## src/rtl/bp_pkg.sv

```systemverilog
// Shared types for the branch-predictor PHT update path: counter encoding,
// queued update record, controller FSM states and the saturating-counter step.
package bp_pkg;

  localparam int PHT_DW = 4;

  typedef enum logic [1:0] {
    SNT = 2'b00,
    WNT = 2'b01,
    WT  = 2'b10,
    ST  = 2'b11
  } pht_state_t;

  localparam pht_state_t PHT_INIT = WNT;

  typedef struct packed {
    logic [PHT_DW-1:0] idx;
    logic              taken;
    logic              pred;
  } bp_update_t;

  typedef enum logic [1:0] {
    IDLE,
    READ,
    WRITE,
    CLEAR
  } ctrl_state_t;

  // Two-bit counter step; holds at SNT and ST instead of wrapping.
  function automatic pht_state_t sat_next(input pht_state_t state, input logic taken);
    logic [1:0] s;
    s = state;
    if (taken && (s != 2'b11)) begin
      s = s + 2'd1;
    end else if (!taken && (s != 2'b00)) begin
      s = s - 2'd1;
    end
    return pht_state_t'(s);
  endfunction

endpackage

```

## src/rtl/pht_update_ctrl_if.sv

```systemverilog
// Resolved-branch update handshake from execute into the PHT update controller.
interface pht_update_ctrl_if
  import bp_pkg::*;
#(
  parameter int DW = PHT_DW
);
  logic          upd_valid;
  logic          upd_ready;
  logic [DW-1:0] upd_idx;
  logic          upd_taken;
  logic          upd_pred;

  modport master (
    output upd_valid,
    output upd_idx,
    output upd_taken,
    output upd_pred,
    input  upd_ready
  );

  modport slave (
    input  upd_valid,
    input  upd_idx,
    input  upd_taken,
    input  upd_pred,
    output upd_ready
  );
endinterface

```

## src/rtl/bp_update_fifo.sv

```systemverilog
// Small synchronous FIFO of pending PHT updates; flush drops everything queued.
module bp_update_fifo
  import bp_pkg::*;
#(
  parameter int QDEPTH = 4,
  localparam int AW   = $clog2(QDEPTH),
  localparam int CNTW = AW + 1
) (
  input  logic            clk,
  input  logic            reset,
  input  logic            flush,
  input  logic            push,
  input  bp_update_t      push_item,
  input  logic            pop,
  output bp_update_t      head,
  output logic [CNTW-1:0] count,
  output logic            full,
  output logic            empty
);

  bp_update_t      mem [QDEPTH];
  logic [AW-1:0]   wr_ptr_reg;
  logic [AW-1:0]   rd_ptr_reg;
  logic [CNTW-1:0] count_reg;
  logic            do_push;
  logic            do_pop;

  assign full    = (count_reg == CNTW'(QDEPTH));
  assign empty   = (count_reg == '0);
  assign count   = count_reg;
  assign do_push = push && !full && !flush;
  assign do_pop  = pop && !empty && !flush;

  // An empty queue presents an all-zero head so downstream addresses idle at 0.
  assign head = empty ? '0 : mem[rd_ptr_reg];

  always_ff @(posedge clk) begin
    if (do_push) begin
      mem[wr_ptr_reg] <= push_item;
    end
  end

  always_ff @(posedge clk or posedge reset) begin
    if (reset) begin
      wr_ptr_reg <= '0;
      rd_ptr_reg <= '0;
      count_reg  <= '0;
    end else if (flush) begin
      wr_ptr_reg <= '0;
      rd_ptr_reg <= '0;
      count_reg  <= '0;
    end else begin
      if (do_push) begin
        wr_ptr_reg <= wr_ptr_reg + 1'b1;
      end
      if (do_pop) begin
        rd_ptr_reg <= rd_ptr_reg + 1'b1;
      end
      case ({do_push, do_pop})
        2'b10:   count_reg <= count_reg + 1'b1;
        2'b01:   count_reg <= count_reg - 1'b1;
        default: count_reg <= count_reg;
      endcase
    end
  end

endmodule

```

## src/rtl/pht_update_ctrl.sv

```systemverilog
// Sequences execute-stage updates and clear sweeps into the single-write-port PHT,
// and serves fetch predictions with a bypass for the write in flight.
module pht_update_ctrl
  import bp_pkg::*;
#(
  parameter int DW     = PHT_DW,
  parameter int QDEPTH = 4,
  parameter int CW     = 16
) (
  input  logic                    clk,
  input  logic                    reset,
  pht_update_ctrl_if.slave        upd,
  input  logic                    clear_req,
  input  logic [DW-1:0]           pred_idx,
  output logic                    pred_taken,
  output logic                    busy,
  output logic [CW-1:0]           mispredicts,
  output logic                    pht_en,
  output logic [DW-1:0]           pht_waddr,
  output logic [1:0]              pht_next_state,
  input  logic [1:0]              pht_cur_state,
  output logic [DW-1:0]           pht_raddr,
  input  logic [1:0]              pht_pred_state
);

  localparam int CNTW = $clog2(QDEPTH) + 1;
  localparam logic [DW-1:0] SWEEP_LAST = '1;
  localparam logic [CW-1:0] MIS_MAX    = '1;

  ctrl_state_t     state_reg, state_next;
  logic [DW-1:0]   sweep_reg, sweep_next;
  logic [CW-1:0]   mis_reg, mis_next;

  bp_update_t      push_item;
  bp_update_t      head;
  logic [CNTW-1:0] fifo_count;
  logic            fifo_full;
  logic            fifo_empty;
  logic            ready;
  logic            push;
  logic            pop;
  logic            more_after_pop;

  assign ready         = !fifo_full && !clear_req && (state_reg != CLEAR);
  assign upd.upd_ready = ready;
  assign push          = upd.upd_valid && ready;
  assign push_item     = '{idx: upd.upd_idx, taken: upd.upd_taken, pred: upd.upd_pred};

  bp_update_fifo #(
    .QDEPTH (QDEPTH)
  ) u_fifo (
    .clk       (clk),
    .reset     (reset),
    .flush     (clear_req),
    .push      (push),
    .push_item (push_item),
    .pop       (pop),
    .head      (head),
    .count     (fifo_count),
    .full      (fifo_full),
    .empty     (fifo_empty)
  );

  // A push landing alongside the pop keeps the pipeline going straight to READ.
  assign more_after_pop = (fifo_count > CNTW'(1)) || push;

  always_comb begin
    state_next     = state_reg;
    sweep_next     = sweep_reg;
    mis_next       = mis_reg;
    pop            = 1'b0;
    pht_en         = 1'b0;
    pht_waddr      = head.idx;
    pht_next_state = PHT_INIT;

    case (state_reg)
      IDLE: begin
        if (!fifo_empty) begin
          state_next = READ;
        end
      end
      READ: begin
        state_next = WRITE;
      end
      WRITE: begin
        pht_en         = 1'b1;
        pht_next_state = sat_next(pht_state_t'(pht_cur_state), head.taken);
        pop            = 1'b1;
        if ((head.pred != head.taken) && (mis_reg != MIS_MAX)) begin
          mis_next = mis_reg + 1'b1;
        end
        state_next = more_after_pop ? READ : IDLE;
      end
      CLEAR: begin
        pht_en     = 1'b1;
        pht_waddr  = sweep_reg;
        sweep_next = sweep_reg + 1'b1;
        if (sweep_reg == SWEEP_LAST) begin
          state_next = IDLE;
        end
      end
      default: begin
        state_next = IDLE;
      end
    endcase

    if (clear_req) begin
      state_next = CLEAR;
      sweep_next = '0;
      mis_next   = '0;
    end
  end

  always_ff @(posedge clk or posedge reset) begin
    if (reset) begin
      state_reg <= IDLE;
      sweep_reg <= '0;
      mis_reg   <= '0;
    end else begin
      state_reg <= state_next;
      sweep_reg <= sweep_next;
      mis_reg   <= mis_next;
    end
  end

  // The table read misses this cycle's falling-edge commit, so forward it here.
  always_comb begin
    pred_taken = pht_pred_state[1];
    if ((state_reg == WRITE) && (pht_waddr == pred_idx)) begin
      pred_taken = pht_next_state[1];
    end
    if ((state_reg == CLEAR) && (sweep_reg <= pred_idx)) begin
      pred_taken = 1'b0;
    end
  end

  assign busy        = (state_reg != IDLE) || !fifo_empty;
  assign mispredicts = mis_reg;
  assign pht_raddr   = pred_idx;

endmodule

```

## src/flat_wrapper.sv

```systemverilog
// flat-port wrapper written by rule: the top's interface ports become plain ports
module pht_update_ctrl_flat import bp_pkg::*;
#(
  parameter int DW     = PHT_DW,
  parameter int QDEPTH = 4,
  parameter int CW     = 16
)
  (clk, reset, clear_req, pred_idx, pred_taken, busy, mispredicts, pht_en, pht_waddr, pht_next_state, pht_cur_state, pht_raddr, pht_pred_state, upd_upd_valid, upd_upd_idx, upd_upd_taken, upd_upd_pred, upd_upd_ready);
  pht_update_ctrl_if #(.DW(DW)) upd_i ();
  input  logic clk;
  input  logic reset;
  input  logic clear_req;
  input  logic [DW-1:0] pred_idx;
  output logic pred_taken;
  output logic busy;
  output logic [CW-1:0] mispredicts;
  output logic pht_en;
  output logic [DW-1:0] pht_waddr;
  output logic [1:0] pht_next_state;
  input  logic [1:0] pht_cur_state;
  output logic [DW-1:0] pht_raddr;
  input  logic [1:0] pht_pred_state;
  input wire logic [$bits(upd_i.upd_valid)-1:0] upd_upd_valid;
  input wire logic [$bits(upd_i.upd_idx)-1:0] upd_upd_idx;
  input wire logic [$bits(upd_i.upd_taken)-1:0] upd_upd_taken;
  input wire logic [$bits(upd_i.upd_pred)-1:0] upd_upd_pred;
  output wire logic [$bits(upd_i.upd_ready)-1:0] upd_upd_ready;
  assign upd_i.upd_valid = upd_upd_valid;
  assign upd_i.upd_idx = upd_upd_idx;
  assign upd_i.upd_taken = upd_upd_taken;
  assign upd_i.upd_pred = upd_upd_pred;
  assign upd_upd_ready = upd_i.upd_ready;
  pht_update_ctrl #(.DW(DW), .QDEPTH(QDEPTH), .CW(CW)) u_core (.clk(clk), .reset(reset), .upd(upd_i), .clear_req(clear_req), .pred_idx(pred_idx), .pred_taken(pred_taken), .busy(busy), .mispredicts(mispredicts), .pht_en(pht_en), .pht_waddr(pht_waddr), .pht_next_state(pht_next_state), .pht_cur_state(pht_cur_state), .pht_raddr(pht_raddr), .pht_pred_state(pht_pred_state));
endmodule
```

## config.mk

```make
export PLATFORM = sky130hd
export DESIGN_NAME = pht_update_ctrl_flat
export DESIGN_NICKNAME = d
export VERILOG_FILES = /design/src/rtl/bp_pkg.sv /design/src/rtl/pht_update_ctrl_if.sv /design/src/rtl/bp_update_fifo.sv /design/src/rtl/pht_update_ctrl.sv /design/src/flat_wrapper.sv
export SDC_FILE = /design/constraint.sdc
export NUM_CORES = 1
export LEC_CHECK = 0
export BUFFER_PORTS_ARGS = -buffer_cell sky130_fd_sc_hd__buf_2
export CAP_MARGIN = 25
export CORE_MARGIN = 2
export CORE_UTILIZATION = 30
export DETAILED_ROUTE_END_ITERATION = 7
export GPL_ROUTABILITY_DRIVEN = 0
export SLEW_MARGIN = 5
export SYNTH_ARGS = -nofsm -noshare
export SYNTH_HDL_FRONTEND = slang
export SYNTH_HIERARCHICAL = 1
export SYNTH_SLANG_ARGS = --single-unit
```

## constraint.sdc

```tcl
create_clock -name clk -period 6.2 [get_ports clk]
set_input_delay 0.62 -clock clk [delete_from_list [all_inputs] [get_ports clk]]
set_output_delay 0.62 -clock clk [all_outputs]
set_load 0.02 [all_outputs]
```

[Yosys cells after proc, flatten, opt, wreduce, memory -nomap -nowiden]
Memory sizes are Yosys's and may differ from the RTL's.
Index checks and enable logic that the tools add are counted.
Operators by class
  $add $sub $neg: 8
  equal/unequal tests: 14
  order comparisons: 2
  reductions and logical operators: 31
  mux-type cells: 27
Operators by type and width (count)
  $mux 16: 3
  $mux 2: 10
  $add 16x1->16 const B: 1
  $ne 16x16->1 const B: 1
  $reduce_bool 2->1: 7
  $logic_and 1x1->1: 12
  $mux 4: 3
  $pmux 2 s4: 1
  $mux 1: 7
  $add 2x1->2 const B: 3
  $eq 2x2->1 const B: 3
  $mux 6: 1
  $pmux 3 s2: 1
  $add 4x1->4 const B: 1
  $eq 2x1->1 const B: 2
  $eq 4x4->1: 1
  $eq 4x4->1 const B: 1
  $le 4x4->1: 1
  $logic_not 1->1: 4
  $ne 2x2->1 const B: 2
  $reduce_and 2->1: 2
  $add 3x1->3 const B: 1
  $eq 3x3->1 const B: 1
  $gt 3x1->1 const B: 1
  11 further kinds: 12
Storage, ports and cells
  output and inout bits: 30
  RAM bits: 24
  word-level logic and storage cells: 89
  register bits after elaboration: 29
  memories: 1
  input bits: 18
Memory list
  u_core.u_fifo.mem: words 4, width 6, read ports 1, clocked after Yosys merged registers in 0, wr ports 1, line bp_update_fifo.sv:21  | bp_update_t mem [QDEPTH];

[Depth between registers and ports, before layout]
Gate-level depths: netlist of the first run.
  depth after elaboration: 10
  gate-level depth with buffers: 11
  gate-level depth less buffers: 9

[By module]
Netlist of the first run, hierarchy kept.
By module, submodules not included
  pht_update_ctrl: area each 1567.8 µm², seq. area each 550.5 µm², cells an instance 171, times used 1
  bp_update_fifo: area each 1481.4 µm², seq. area each 895.9 µm², cells an instance 103, times used 1

[Worst setup path before layout of the first run]
No wires, ideal clock.
  path type: flip-flop to flip-flop
  from: register u_core.u_fifo.count_reg[2] (netlist: u_core/u_fifo/count[2])
  to: register u_core.u_fifo.count_reg[2] (netlist: u_core/u_fifo/count[2])
  required time: 6118 ps
  slack: 3234 ps
  arrival: 2884 ps
  cell stages (with the launch flop): 11
  buffers on the path: 2
  library setup time: 82 ps
  cells stage by stage: dfrtp_1 -> buf_2 -> nor3b_2 -> nor3_1 -> and2_1 -> buf_2 -> o21a_1 -> nor4b_1 -> fa_1 -> or4_1 -> a31oi_1
Between the ends
  cells in the longest elaborated chain, start to end: 10
RTL lines
  start: declaration: line bp_update_fifo.sv:24  | logic [CNTW-1:0] count_reg;
  start signal: assignment: line bp_update_fifo.sv:60  | 2'b10: count_reg <= count_reg + 1'b1;
  start signal: assignment: line bp_update_fifo.sv:61  | 2'b01: count_reg <= count_reg - 1'b1;
  start signal: assignment: line bp_update_fifo.sv:62  | default: count_reg <= count_reg;
  $eq 3x3->1 (*): line bp_update_fifo.sv:28  | assign full = (count_reg == CNTW'(QDEPTH));
  named net u_core.fifo_full: line pht_update_ctrl.sv:37  | logic fifo_full;
  $logic_not 1->1 (*): line pht_update_ctrl.sv:44  | assign ready = !fifo_full && !clear_req && (state_reg != CLEAR);
  $logic_and 1x1->1 (*) (2 in a row): line pht_update_ctrl.sv:44
  named net upd_upd_ready: line flat_wrapper.sv:27  | output wire logic [$bits(upd_i.upd_ready)-1:0] upd_upd_ready;
  $logic_and 1x1->1 (*): line pht_update_ctrl.sv:46  | assign push = upd.upd_valid && ready;
  named net u_core.push: line pht_update_ctrl.sv:40  | logic push;
  $logic_and 1x1->1 (*) (2 in a row): line bp_update_fifo.sv:31  | assign do_push = push && !full && !flush;
  $eq 2x1->1 or $eq 2x2->1 (tied branches): line bp_update_fifo.sv:59  | case ({do_push, do_pop})
  $pmux 3 s2: line bp_update_fifo.sv:59
  $mux 3: line bp_update_fifo.sv:48  | end else if (flush) begin
Mark *: on every way through the listed nets, which the timed path passes. The rest lies on a longest branch.
A chain may end at the register's enable or synchronous reset.

==> impl_metrics.csv, run 1 <==
group,metric,value,unit
floorplan,dieWidth,105,µm
global_route,grt_antenna_before_repair,0,
timing,worst_pin_slew,0.871,ns
floorplan,initial_core_util,31.1,%
clock_network,cts.root.buffer_cell,"clkbuf_8",
timing,slew_violations,0,
floorplan,die-area,11000,µm²
synth,synth_ff_type,"dfrtp_1",
clock_network,cts_max_level,2,
synth,netlist_top_cells_area,"dfrtp_1 24%, edfxtp_1 24%, xnor2_1 5.5%",
synth,synth_nets,306,
global_route,grt_use_met3,2.31,%
global_route,grt_max_degree,32,
synth,synth_top_family_by_area,"simple AND/OR/NAND/NOR gates",
finish,postLayoutCoreUtil,35.2,%
clock_network,cts.sinks,53,
timing,setup_violations,0,
placement,port_buffers,46,
timing,relSlewSlack,41.9,%
detailed_routing,routed_wl,6.26,mm
worst_setup_path,worstPathCellList,"mux4_2 -> nor2b_1 -> mux2_2 -> xnor2_1 -> a31o_2 -> a21oi_1 -> buf_2",
floorplan,die_y,105,µm
finish,diodes,0,
worst_setup_path,arrival,2.66,ns
global_route,grt_pass1_vias,2109,
detailed_routing,route.detailed.drc,0,
global_route,met2_usage,20.3,%
synth,ys_warn_count,6,
detailed_routing,ant_nets,0,
hold_path,min_path_type,"input pin to asynchronous set/reset pin",
power,pwr_density_cell,202,nW/µm²
synth,synth_most_common_cell,"dfrtp_1",
synth,async_flop_share,54.7,%
synth,synth_edf_count,24,
timing,fin_ws,2.92,ns
synth,syn_area_per_cell,11.1,µm²
power,ir_drop,0.0965,mV
synth,yosys-mux-area-fraction,7.26,%
finish,stdcell_count,444,
detailed_routing,vias,2114,
worst_setup_path,cp_slowest_stage_delay,0.63,ns
clock_network,path_clk_slew,0.10,ns
clock_network,ctsResizeCount,0,
finish,area.growth.synth_to_final,13.4,%
floorplan,core_area,9820,µm²
worst_setup_path,criticalPathCategory,"flop to output port",
worst_setup_path,critPathLaunchType,"flop",
global_route,busiest_layer,"met2",
worst_setup_path,crit_fanout,8,
clock_network,cts_tree,"yes",
clock_network,ctsHoldBuffers,0,
timing,setup_tns,0,ns
timing,rsz0062_at_grt,"no",
timing,timing.fmax,305,MHz
global_route,grt_overflow,0,
synth,synth-xor-area-share,7.14,%
synth,seq_area_frac_synth,47.4,%
global_route,track_usage,11.7,%
synth,synth.distinct_cells,56,
synth,synth_adder_area_share,5.99,%
worst_setup_path,crit_path_end_kind,"output port",
detailed_routing,first_pass_iters,4,
timing,period_share,52.9,%
clock_network,cts_setup_buffers,0,
global_route,met1_usage,14.7,%
worst_setup_path,cp_slowest_cell,"dfrtp_1",
synth,yosys_register_bits,53,
detailed_routing,routed_via_density,4.76,
detailed_routing,wl_per_cell,14.1,µm
placement,dpl.hpwl,4.55,mm
floorplan,rows,36,
placement,placed_cells,436,
finish,largest_reg_flops,24,
placement,place_ws,3.07,ns
timing,finalHoldViolCount,0,
outcome,status,"finished, final reports clean",
synth,yosys.area.top_type,"dfrtp_1",
synth,synth_compound_area_share,6.07,%
synth,synthSimpleGateAreaFrac,20.6,%
synth,synthTopCellsByCount,"29 x dfrtp_1, 24 x edfxtp_1, 23 x nor2_1",
finish,drive_gt1_share,25.7,%
finish,fin_nets,342,
synth,yosysTopAreaCellShare,23.8,%
clock_network,clk_path_buf_depth,2,
job,maxCapViolations,0,
worst_setup_path,cp_data_required_time,5.58,ns
timing,fin_crit,3.28,ns
clock_network,numCtsBuffers,5,
synth,netlist_area,3050,µm²
detailed_routing,drt-initial-drc-count,160,
floorplan,num_io_pins,48,
synth,synthCells,274,
global_route,grt_pass1_wl,10.4,mm
finish,fillerInstances,1025,
clock_network,clkLatencyLatePin,0.31,ns
power,p_leak,1.37,nW
timing,skew,0.0152,ns
==> layout by cell type (no fill, tap or decap), types with 3 or more instances in the layout <==
| master | Yosys | routed |
|---|---|---|
| buf_2 | 4 | 46 |
| dfrtp_1 | 29 | 29 |
| edfxtp_1 | 24 | 24 |
| nor2_1 | 23 | 23 |
| xnor2_1 | 19 | 19 |
| nand2_1 | 16 | 16 |
| inv_1 | 16 | 16 |
| ha_1 | 13 | 13 |
| nor3_1 | 11 | 11 |
| a21oi_1 | 11 | 11 |
| nor2b_1 | 8 | 8 |
| nand4_1 | 7 | 7 |
| nand3_1 | 7 | 7 |
| o21ai_0 | 7 | 7 |
| and2_1 | 6 | 6 |
| mux4_2 | 6 | 6 |
| clkbuf_8 | 0 | 5 |
| mux2_2 | 5 | 5 |
| xor2_1 | 4 | 4 |
| mux2i_1 | 3 | 3 |
==> metal layers <==
| metal | part of all wire [%] | vias up | wire (µm) |
|---|---|---|---|
| li1 | - | 1032 | - |
| met1 | 46 | 1036 | 2870 |
| met2 | 50 | 39 | 3120 |
| met3 | 2.9 | 7 | 180 |
| met4 | 1.5 | 0 | 97 |
| met5 | 0 | - | 0 |
==> report_power, final <==
group	internal (mW)	total [mW]	switching [mW]	leakage, nW
combinational	0.0318	0.0828	0.0510	0.705
sequential	0.373	0.380	0.00773	0.608
clock	0.121	0.235	0.114	0.0554
==> critical path: cells and delay by family (launching register included) <==
| kind | cells | cell delay (ns) |
|---|---|---|
| compound gates | 2 | 0.39 |
| xor+xnor | 1 | 0.14 |
| buf+inv | 1 | 0.18 |
| flops | 1 | 0.63 |
| mux | 2 | 0.87 |
| simple gates | 1 | 0.15 |
==> final cells by class <==
type	count	area, µm²	share of cell area (%)
clock inverters	2	38.8	1.12
well taps	133	166	4.81
flip-flops and latches	53	1450	41.8
inverters	16	60.1	1.74
clock buffers	6	72.6	2.10
repair buffers	47	238	6.88
multi-input cells	187	1440	41.5
==> path summary, 6_finish.rpt <==
kind	startpoint	endpoint	slack (ns)	depth (start not counted)
max in group asynchronous	reset	u_core/mispredicts[6]$_DFFE_PP0P_	5.16	2
worst max-delay path	u_core/u_fifo/rd_ptr_reg[0]$_DFFE_PP0P_	pred_taken	2.92	7
worst min-delay path	reset	u_core/u_fifo/count[2]$_DFFE_PP0P_	0.25	2
worst min register to register	u_core/state_reg[0]$_DFFE_PP0P_	u_core/state_reg[0]$_DFFE_PP0P_	0.56	1
min in group clk	upd_upd_idx[1]	u_core/u_fifo/mem[0][3]$_DFFE_PP_	0.53	1
worst max register to register	u_core/u_fifo/count[1]$_DFFE_PP0P_	u_core/u_fifo/count[2]$_DFFE_PP0P_	3.31	8
==> cells by family after synthesis <==
kind of cell,count (synthesis)
mux,14
xor+xnor,24
fa+ha+maj,14
buf+inv,34
flops,53
compound gates,30
simple gates,105
==> metrics by stage <==
step / instance area [µm²] / power [mW] / hold slack [ns]
floorplan: 3050 / 0.445 / 0.423
global placement: 3350 / 0.469 / 0.517
detailed placement: 3350 / 0.472 / 0.551
CTS: 3460 / 0.709 / 0.253
global route: 3460 / 0.735 / 0.254
finish: 3460 / 0.698 / 0.246
Power figures use the tool's default switching activity.
==> run 2, diff against run 1 <==
clock period = 3.3 ns   (was 6.2 ns; I/O delays follow)
==> run 2 against run 1 <==
Clock skew shrank 0.0057 ns. Wire length shrank 2.7%. Combinational power grew 91%. Sequential power grew 88%. Hold slack lost 0.00093 ns. Power grew 75%. Worst setup slack lost 2.6 ns. Global-route usage shrank 0.43 points. Sequential share of layout area grew 0.061 points. Non-clock buffer count grew 3. First-iteration DRC count grew 10%. Final cell count grew 0.68%.
==> impl_metrics.csv, run 2 (synthesized netlist as in run 1, its figures left out) <==
group,metric,value,unit
detailed_routing,route.detailed.drc,0,
clock_network,clkLatencyLatePin,0.30,ns
placement,place_ws,0.632,ns
timing,slew_violations,0,
clock_network,cts.root.buffer_cell,"clkbuf_8",
worst_setup_path,crit_end,"pred_taken",
worst_setup_path,setup.worst_path.start,"u_core/u_fifo/rd_ptr_reg[0]$_DFFE_PP0P_",
global_route,met2_usage,19.8,%
finish,layout_commonest_cell,"buf_2",
global_route,track_usage,11.3,%
global_route,grt_pass1_wl,10.1,mm
worst_setup_path,r2r_end,"u_core/u_fifo/count[2]$_DFFE_PP0P_",
finish,regArea,1450,µm²
global_route,busiest_layer,"met2",
detailed_routing,first_pass_iters,4,
floorplan,num_io_pins,48,
timing,skew,0.00943,ns
timing,worst_pin_slew,0.895,ns
global_route,met1_usage,14.1,%
power,p_leak,1.37,nW
timing,fin_ws,0.333,ns
floorplan,rows,36,
floorplan,initial_core_util,31.1,%
worst_setup_path,crit_fanout,8,
timing,rsz0062_at_grt,"no",
power,pwr_density_cell,354,nW/µm²
timing,setup_tns,0,ns
hold_path,min_path_cells,1,
finish,diodes,0,
worst_setup_path,crit_path_end_kind,"output port",
clock_network,numCtsBuffers,5,
floorplan,core_area,9820,µm²
clock_network,cts_setup_buffers,0,
worst_setup_path,cp_data_required_time,2.97,ns
hold_path,min_path_type,"input pin to flop",
detailed_routing,wl_per_cell,13.6,µm
worst_setup_path,critPathLaunchType,"flop",
clock_network,ctsResizeCount,0,
worst_setup_path,r2r_setup_slack,0.66,ns
detailed_routing,drt-initial-drc-count,176,
global_route,grt_max_degree,31,
global_route,grt_use_met3,2.06,%
detailed_routing,routed_via_density,4.69,
clock_network,path_clk_slew,0.09,ns
job,maxCapViolations,0,
timing,timing.fmax,337,MHz
clock_network,cts_max_level,2,
timing,period_share,89.9,%
outcome,status,"finished, final reports clean",
detailed_routing,vias,2097,
clock_network,clk_path_buf_depth,2,
finish,largest_reg_flops,24,
global_route,grt_pass1_vias,2058,
worst_setup_path,criticalPathCategory,"flop to output port",
placement,port_buffers,46,
placement,dpl.hpwl,4.49,mm
finish,stdcell_count,447,
global_route,grt_antenna_before_repair,0,
clock_network,cts_tree,"yes",
placement,placed_cells,438,
floorplan,die-area,11000,µm²
detailed_routing,routed_wl,6.10,mm
timing,fin_crit,2.97,ns
finish,fin_nets,345,
finish,fillerInstances,1039,
timing,setup_violations,0,
global_route,grt_overflow,0,
finish,area.growth.synth_to_final,13.2,%
clock_network,cts.sinks,53,
floorplan,die_y,105,µm
worst_setup_path,arrival,2.64,ns
clock_network,ctsHoldBuffers,1,
finish,layout_common_cells,"46 x buf_2, 29 x dfrtp_1, 24 x edfxtp_1",
timing,finalHoldViolCount,0,
detailed_routing,ant_nets,0,
finish,multiInputGateArea,1440,µm²
power,power,1.22,mW
worst_setup_path,r2r-start,"u_core/u_fifo/count[0]$_DFFE_PP0P_",
floorplan,dieWidth,105,µm
worst_setup_path,reg2reg_depth,8,
timing,relSlewSlack,40.3,%
power,ir_drop,0.165,mV
finish,drive_gt1_share,25.8,%
==> run 2: cell types whose count changed in the layout (fill, tap and decap cells not counted), sizes merged <==
cell,change
dlygate4sd3,+1
clkbuf,+1
bufinv,-1
buf,+2
==> run 2: power by group <==
group / internal [mW] / switching (mW) / leakage (nW) / total (mW)
registers: 0.700 / 0.0147 / 0.608 / 0.714
logic: 0.0616 / 0.0961 / 0.720 / 0.158
clock network: 0.149 / 0.201 / 0.0422 / 0.350
total: 0.911 / 0.311 / 1.37 / 1.22
==> run 2: worst min path at each step <==
stage | start | endpoint | slack, ns
after floorplan | reset | u_core/u_fifo/count[0]$_DFFE_PP0P_ | 0.13
after global placement | reset | u_core/u_fifo/count[1]$_DFFE_PP0P_ | 0.31
after detailed placement | reset | u_core/u_fifo/count[1]$_DFFE_PP0P_ | 0.30
after global routing | upd_upd_idx[1] | u_core/u_fifo/mem[2][3]$_DFFE_PP_ | 0.24
final | upd_upd_idx[1] | u_core/u_fifo/mem[1][3]$_DFFE_PP_ | 0.25
after CTS | upd_upd_idx[1] | u_core/u_fifo/mem[1][3]$_DFFE_PP_ | 0.24
==> run 2: critical path, stage by stage (launching register included) <==
cell and delay (ns):
dfrtp_1 0.64, mux4_2 0.55, nor2b_1 0.15, mux2_2 0.30
xnor2_1 0.14, a31o_2 0.24, a21oi_1 0.14, buf_2 0.18
==> run 2: cell type report <==
class	count	area share [%]
sequential	53	41.9
multi-input combinational	187	41.6
timing repair buffer	50	7.61
tap	133	4.82
clock buffer	7	2.21
inverter	16	1.74
clock inverter	1	0.145
==> run 2: metal layers <==
layer,vias to the layer above,routed length (µm)
met4,0,92
met2,30,3010
met5,-,0
li1,1036,-
met3,6,144
met1,1025,2850
==> run 2: stage by stage <==
stage / instance area, µm² / hold slack, ns / utilization (%)
CTS: 3450 / 0.236 / 35.2
detailed placement: 3360 / 0.302 / 34.2
global placement: 3360 / 0.306 / 34.2
global route: 3450 / 0.239 / 35.2
finish: 3450 / 0.246 / 35.2
floorplan: 3050 / 0.133 / -
